## config.mk

```make
export PLATFORM = sky130hd
export DESIGN_NAME = mips_wb_trace
export DESIGN_NICKNAME = d
export VERILOG_FILES = /design/src/rtl/mips_wb_trace.sv
export SDC_FILE = /design/constraint.sdc
export NUM_CORES = 2
export LEC_CHECK = 0
export ABC_AREA = 1
export ABC_CLOCK_PERIOD_IN_PS = 5900
export CORE_ASPECT_RATIO = 1.25
export CORE_UTILIZATION = 40
export DETAILED_ROUTE_END_ITERATION = 12
export PLACE_DENSITY = 0.62
export SLEW_MARGIN = 30
export SYNTH_ARGS = -nofsm -noshare
export SYNTH_HDL_FRONTEND = slang
export SYNTH_SLANG_ARGS = --single-unit
```

## constraint.sdc

```tcl
create_clock -name CK -period 5.9 [get_ports CK]
set_clock_uncertainty 0.15 [all_clocks]
set_input_delay 1.18 -clock CK [delete_from_list [all_inputs] [get_ports CK]]
set_output_delay 1.18 -clock CK [all_outputs]
set_load 0.01 [all_outputs]
```

## src/rtl/mips_wb_trace.sv

```systemverilog
// Writeback tracer for the mips core: stamps each register writeback, queues it in a
// first-word-fall-through FIFO, mirrors it into a shadow regfile and flags program end.
module mips_wb_trace #(
    parameter int DEPTH   = 16,
    parameter int STAMP_W = 16,
    localparam int PTR_W  = $clog2(DEPTH),
    localparam int LVL_W  = PTR_W + 1
) (
    input  logic               CK,
    input  logic               RESET,
    input  logic               IN_VALID,
    input  logic [4:0]         IN_ADDR,
    input  logic [31:0]        IN_DATA,
    input  logic               IN_DONE,
    output logic               OUT_VALID,
    input  logic               OUT_READY,
    output logic [STAMP_W-1:0] OUT_STAMP,
    output logic [4:0]         OUT_ADDR,
    output logic [31:0]        OUT_DATA,
    input  logic [4:0]         SHADOW_RADDR,
    output logic [31:0]        SHADOW_RDATA,
    output logic [LVL_W-1:0]   LEVEL,
    output logic [7:0]         DROP_CNT,
    output logic               FINISHED
);

    logic [STAMP_W-1:0] stamp;
    logic [PTR_W-1:0]   wr_ptr;
    logic [PTR_W-1:0]   rd_ptr;
    logic [LVL_W-1:0]   level;
    logic [7:0]         drop_cnt;
    logic               done_latch;

    logic [STAMP_W-1:0] mem_stamp [DEPTH];
    logic [4:0]         mem_addr  [DEPTH];
    logic [31:0]        mem_data  [DEPTH];
    logic [31:0]        shadow    [32];

    logic push_req;
    logic full;
    logic pop;
    logic push_ok;

    function automatic logic [7:0] sat_inc8(input logic [7:0] v);
        return (v == 8'hFF) ? v : v + 8'd1;
    endfunction

    // Once DONE is latched the core's stream is ignored entirely.
    assign push_req = IN_VALID && !done_latch;
    assign full     = (level == LVL_W'(DEPTH));
    assign pop      = OUT_VALID && OUT_READY;
    assign push_ok  = push_req && (!full || pop);

    always_ff @(posedge CK or negedge RESET) begin
        if (!RESET) begin
            stamp      <= '0;
            wr_ptr     <= '0;
            rd_ptr     <= '0;
            level      <= '0;
            drop_cnt   <= '0;
            done_latch <= 1'b0;
            for (int i = 0; i < 32; i++) shadow[i] <= '0;
        end else begin
            stamp      <= stamp + 1'b1;
            done_latch <= done_latch | IN_DONE;
            if (push_ok) wr_ptr <= wr_ptr + 1'b1;
            if (pop)     rd_ptr <= rd_ptr + 1'b1;
            if (push_ok && !pop)      level <= level + 1'b1;
            else if (!push_ok && pop) level <= level - 1'b1;
            if (push_req && !push_ok) drop_cnt <= sat_inc8(drop_cnt);
            // Register 0 is hardwired; its writes are traced but never stored.
            if (push_req && (IN_ADDR != 5'd0)) shadow[IN_ADDR] <= IN_DATA;
        end
    end

    // Payload storage carries no reset; empty-FIFO outputs are masked below.
    always_ff @(posedge CK) begin
        if (push_ok) begin
            mem_stamp[wr_ptr] <= stamp;
            mem_addr[wr_ptr]  <= IN_ADDR;
            mem_data[wr_ptr]  <= IN_DATA;
        end
    end

    assign OUT_VALID    = (level != '0);
    assign OUT_STAMP    = OUT_VALID ? mem_stamp[rd_ptr] : '0;
    assign OUT_ADDR     = OUT_VALID ? mem_addr[rd_ptr]  : '0;
    assign OUT_DATA     = OUT_VALID ? mem_data[rd_ptr]  : '0;
    assign SHADOW_RDATA = shadow[SHADOW_RADDR];
    assign LEVEL        = level;
    assign DROP_CNT     = drop_cnt;
    assign FINISHED     = done_latch && (level == '0);

endmodule

```

Word level (Yosys, flattened, before mapping)
Memory sizes are Yosys's and may differ from the RTL's.
Cells that the tools add are included.
{ "op_classes": {"addsub": 6, "n_lt_le_gt_ge": 3, "n_eq_ne": 2, "mux": 13, "bitwise_logic": 4, "n_reduce_logical": 19} }
{ "ops": {"columns": ["op", "n"], "rows": [
  ["$bwmux 1024", 1],
  ["$bmux 32 s5", 1],
  ["$demux 32 s5", 1],
  ["$mux 32", 4],
  ["$add 16x1->16 const B", 1],
  ["$mux 16", 1],
  ["$mux 5", 3],
  ["$ge 6x6->1 const B", 2],
  ["$not 5->6", 2],
  ["$reduce_bool 5->1", 2],
  ["$logic_and 1x1->1", 9],
  ["$add 4x1->4 const B", 2],
  ["$add 8x1->8 const B", 1],
  ["$eq 8x8->1 const B", 1],
  ["$lt 6x1->1 const B", 1],
  ["$add 5x1->5 const B", 1],
  ["$eq 5x5->1 const B", 1],
  ["$logic_not 5->1", 1],
  ["$sub 5x1->5 const B", 1],
  ["$logic_not 1->1", 4],
  ["$mux 1", 2],
  ["$reduce_and 2->1", 1],
  ["$reduce_bool 2->1", 1],
  ["$logic_or 1x1->1", 1],
  ["2 further kinds", 2]
]} }
{ "totals": {"reg_bits": 1062, "ramBits": 848, "inputBits": 47, "output_inout_bits": 100, "elab_cells": 88, "mem_count": 3} }
{ "memory_table": {"columns": ["name", "words", "width", "read_ports", "rd_clocked_by_memory_dff", "write_ports", "line_no", "rtl"], "rows": [
  ["mem_data", 16, 32, 1, 0, 1, "36", "logic [31:0] mem_data [DEPTH];"],
  ["mem_stamp", 16, 16, 1, 0, 1, "34", "logic [STAMP_W-1:0] mem_stamp [DEPTH];"],
  ["mem_addr", 16, 5, 1, 0, 1, "35", "logic [4:0] mem_addr [DEPTH];"]
]} }

Logic depth before layout (Yosys ltp)
{ "depth": {"ltp_word": 8, "mapped_depth": 14, "depth_no_buf": 14} }

Least setup slack after synthesis
No wires, ideal clock.
{ "synth_timing": {"path_kind": "in2reg", "startpoint": "in IN_VALID", "endpoint": "mem mem_addr[11][0] (enable)", "setup_ps": 464, "t_arrival_ps": 4270, "t_required_ps": 5286, "setup_slack_ps": 1016, "path_stages": 6, "n_path_buf": 0, "path_cell_list": "inv_1 nor2_1 inv_2 nor2_1 nand2_1 nor2_1"} }
{ "synth_via": {"elab_chain_cells": 4} }
{ "synth_rtl": {"columns": ["item", "line_no", "rtl"], "rows": [
  ["start: declaration", "11", "input logic IN_VALID,"],
  ["$logic_and 1x1->1", "49", "assign push_req = IN_VALID && !done_latch;"],
  ["$logic_and 1x1->1", "52", "assign push_ok = push_req && (!full || pop);"],
  ["via push_ok", "42", "logic push_ok;"],
  ["$mux 1", "78", "if (push_ok) begin"],
  ["$mux 1 (not written as such)", "80", "mem_addr[wr_ptr] <= IN_ADDR;"],
  ["end: declaration", "35", null]
]} }
The timed path passes the listed nets, and every way through them passes these cells.

Final worst setup path
{ "layout_timing": {"startpoint": "reg rd_ptr[0]", "endpoint": "out OUT_DATA[18]"} }
{ "layout_via": {"elab_chain_cells": 2} }
{ "layout_rtl": {"columns": ["item", "line_no", "rtl"], "rows": [
  ["start: declaration", "29", "logic [PTR_W-1:0] rd_ptr;"],
  ["start signal: assignment", "67", "if (pop) rd_ptr <= rd_ptr + 1'b1;"],
  ["$mem_v2 16x32", null, null],
  ["$mux 32", "88", "assign OUT_DATA = OUT_VALID ? mem_data[rd_ptr] : '0;"],
  ["end: declaration", "19", "output logic [31:0] OUT_DATA,"]
]} }
No other way between the ends.

==> flow_summary.yaml <==
route:
  drc: 0
  drt_pre_antenna_iters: 6
  wl_per_cell_um: 21.0
  num_vias: 63100
  wl_mm: 245
  drt_iter0_drc: 6634
  routed_via_density: 5.41
  ant_nets: 0
global_routing:
  grt_pass1_vias: 60200
  grt_use_met1: 0.317
  grt_max_degree: 180
  grt_busiest_layer: "met2"
  grt.overflow.total: 0
  grtUsageTotal: 0.235
  grt_pass1_wl_mm: 375
  antenna_found_initial: 18
  grtUsageMet2: 0.391
  use_met3: 0.0356
clocking:
  htree_levels: 4
  cts_buffers: 196
  post_cts_buffers: 0
  clkSlewWorstSetupHoldPaths_ns: 0.06
  ctsHoldBuffers: 0
  cts.path.max_buffers: 3
  cts_tree: "built"
  root_buffer: "clkbuf_16"
  cts_resized: 0
  clkSinkCount: 1910
  clock_latency_ns: 0.84
final_layout:
  nets: 8844
  multiInputGateArea_um2: 26900
  ff_latch_area_um2: 52100
  syn_to_final_growth_pct: 13.0
  final_cell_mix: "3226 x nand2_1, 1157 x nand3_1, 1104 x o21ai_0"
  fillCellCount: 19100
  stdcell_area_um2: 92900
  drive_above_1_share: 0.0606
  final_common_cell: "nand2_1"
synth:
  synth_nets: 9066
  synthTopCellsByArea: "dfrtp_1 32%, edfxtp_1 31%, nand2_1 15%"
  synth.yosys.warnings: 0
  syn-cell-area_um2: 82300
  synth.distinct_cells: 28
  ys_seq_area_frac: 0.633
  yosysTopAreaCell: "dfrtp_1"
  ys.flop_type: "dfrtp_1"
  async_reset_ff_frac: 0.556
  synth_top_area_frac: 0.323
  synthCells: 9007
  ys_ff_latch: 1910
  synth_edf_count: 848
  syn_avg_cell_area_um2: 9.13
worst_hold_path:
  hold_path.class: "primary input to async pin"
setup_path:
  worst_setup_path_start_kind: "flip-flop"
  crit_path_end_kind: "primary output"
  path_max_fanout: 179
  critPathRequiredTime_ns: 4.57
  crit_path_max_incr_delay_ns: 0.69
  critPathSlowestCell: "clkdlybuf4s50_1"
  worstPathCellList: "buf_12, nor2_1, nor2_1, o21ai_0, nand3_1, nand3_1, a21oi_1, clkdlybuf4s50_1"
  arrival_ns: 4.15
  critPathKind: "flip-flop to primary output"
  crit_family: "buffers and inverters"
  cp_num_buf_inv: 2
timing:
  period_share: 0.929
  final-setup-viol-count: 0
  maxSlewViolCount: 0
  maxSlewHeadroom: 0.266
  setup_tns_ns: 0
  finalHoldViolCount: 0
  rsz0062_at_grt: "no"
  max_freq_mhz: 182
  setup_slack_ns: 0.418
  tightestPinTransition_ns: 1.10
  post-route-min-period_ns: 5.48
power_and_ir_drop:
  irDropWorstVdd_mv: 0.360
  leakagePower_nw: 38.8
  finalPower_mw: 34.2
  power_density_nw_per_um2: 368
place:
  portBuffers: 146
  dp_slack_ns: 0.818
  hpwlAfterDp_mm: 129
  gp_congestion: 0.804
  placed_area_um2: 86400
run_status:
  status: "finished clean"
floorplanning:
  dieArea_um2: 207000
  core_area_um2: 204000
  rows: 185
  fp.dieH_um: 509
  boundaryPins: 147
  initial_core_util: 0.404
  die_x_um: 408
run:
  maxCapViolCount: 0
==> final timing paths <==
path	from	end	slack [ns]	cells after the start
worst max-delay path	rd_ptr[0]	OUT_DATA[18]	0.42	8
worst min-delay path	RESET	shadow[682]	0.15	1
worst max register to register	done_latch	shadow[712]	2.49	7
worst min register to register	shadow[1012]	shadow[1012]	0.22	0
max in group asynchronous	RESET	shadow[225]	4.00	2
min in group CK	shadow[1012]	shadow[1012]	0.22	0
==> layout make-up <==
class	count	share of cell area
clock inverter	85	0.00974
multi-input combinational	6201	0.290
antenna	4	0.000108
sequential	1910	0.560
inverter	184	0.00784
timing repair buffer	292	0.0362
tap	2711	0.0365
clock buffer	274	0.0597
==> report_power, final <==
part	total, mW	switching [mW]	internal [mW]
clock network	12.5	5.28	7.21
logic	7.46	5.02	2.44
registers	14.2	0.208	14.0
==> worst reg2reg max path: cells and delay by family, from the launching register on <==
| family | cells | cell delay (ns) |
|---|---|---|
| DFF | 1 | 0.38 |
| and+or+nand+nor | 4 | 1.76 |
| AOI/OAI and AO/OA | 1 | 0.09 |
| buffers and inverters | 2 | 0.86 |
==> flip-flops by register name (all words and copies together), names as in the netlist <==
register / count
shadow: 1024
mem_data: 512
mem_stamp: 256
mem_addr: 80
stamp: 16
DROP_CNT: 8
LEVEL: 5
rd_ptr: 4
wr_ptr: 4
done_latch: 1
==> layer usage <==
metal / vias to the layer above / part of all wire / routed length (um)
met5: - / 0.00024 / 58
met4: 12 / 0.026 / 6450
met3: 400 / 0.077 / 18800
met2: 2434 / 0.47 / 116000
met1: 30900 / 0.42 / 104000
li1: 29300 / - / -
==> cell families (layout without fill, tap and decap cells) <==
| logic type | Yosys count | count (layout) | synth area share |
|---|---|---|---|
| and+or+nand+nor | 4891 | 4891 | 0.243 |
| DFF | 1910 | 1910 | 0.633 |
| AOI/OAI and AO/OA | 1271 | 1271 | 0.0774 |
| buffers and inverters | 896 | 835 | 0.0417 |
| xor gates and xnor gates | 27 | 27 | 0.00287 |
| adders and majority gates | 12 | 12 | 0.00192 |
| other | 0 | 4 | 0 |
==> metrics by stage <==
stage                     std cells  utilization  hold WS [ns]
final                         11700        0.456         0.151
after global routing          11700        0.456         0.233
after CTS                     11700        0.456         0.199
after detailed placement      11300        0.424         0.216
after global placement        11300        0.424         0.215
after floorplan                9007            -         0.279
==> Yosys cell counts, types with 9 or more instances <==
library cell,instances
edfxtp_1,848
nor2_1,456
o21ai_0,1104
buf_1,54
inv_1,177
ha_1,11
nand2_2,24
dfrtp_1,1062
nand2_1,3226
clkbuf_1,603
xnor2_1,9
o21ai_1,110
buf_2,54
nand3_1,1157
xor2_1,18
a21oi_1,55
No activity file was read; power rests on OpenSTA's default activity.
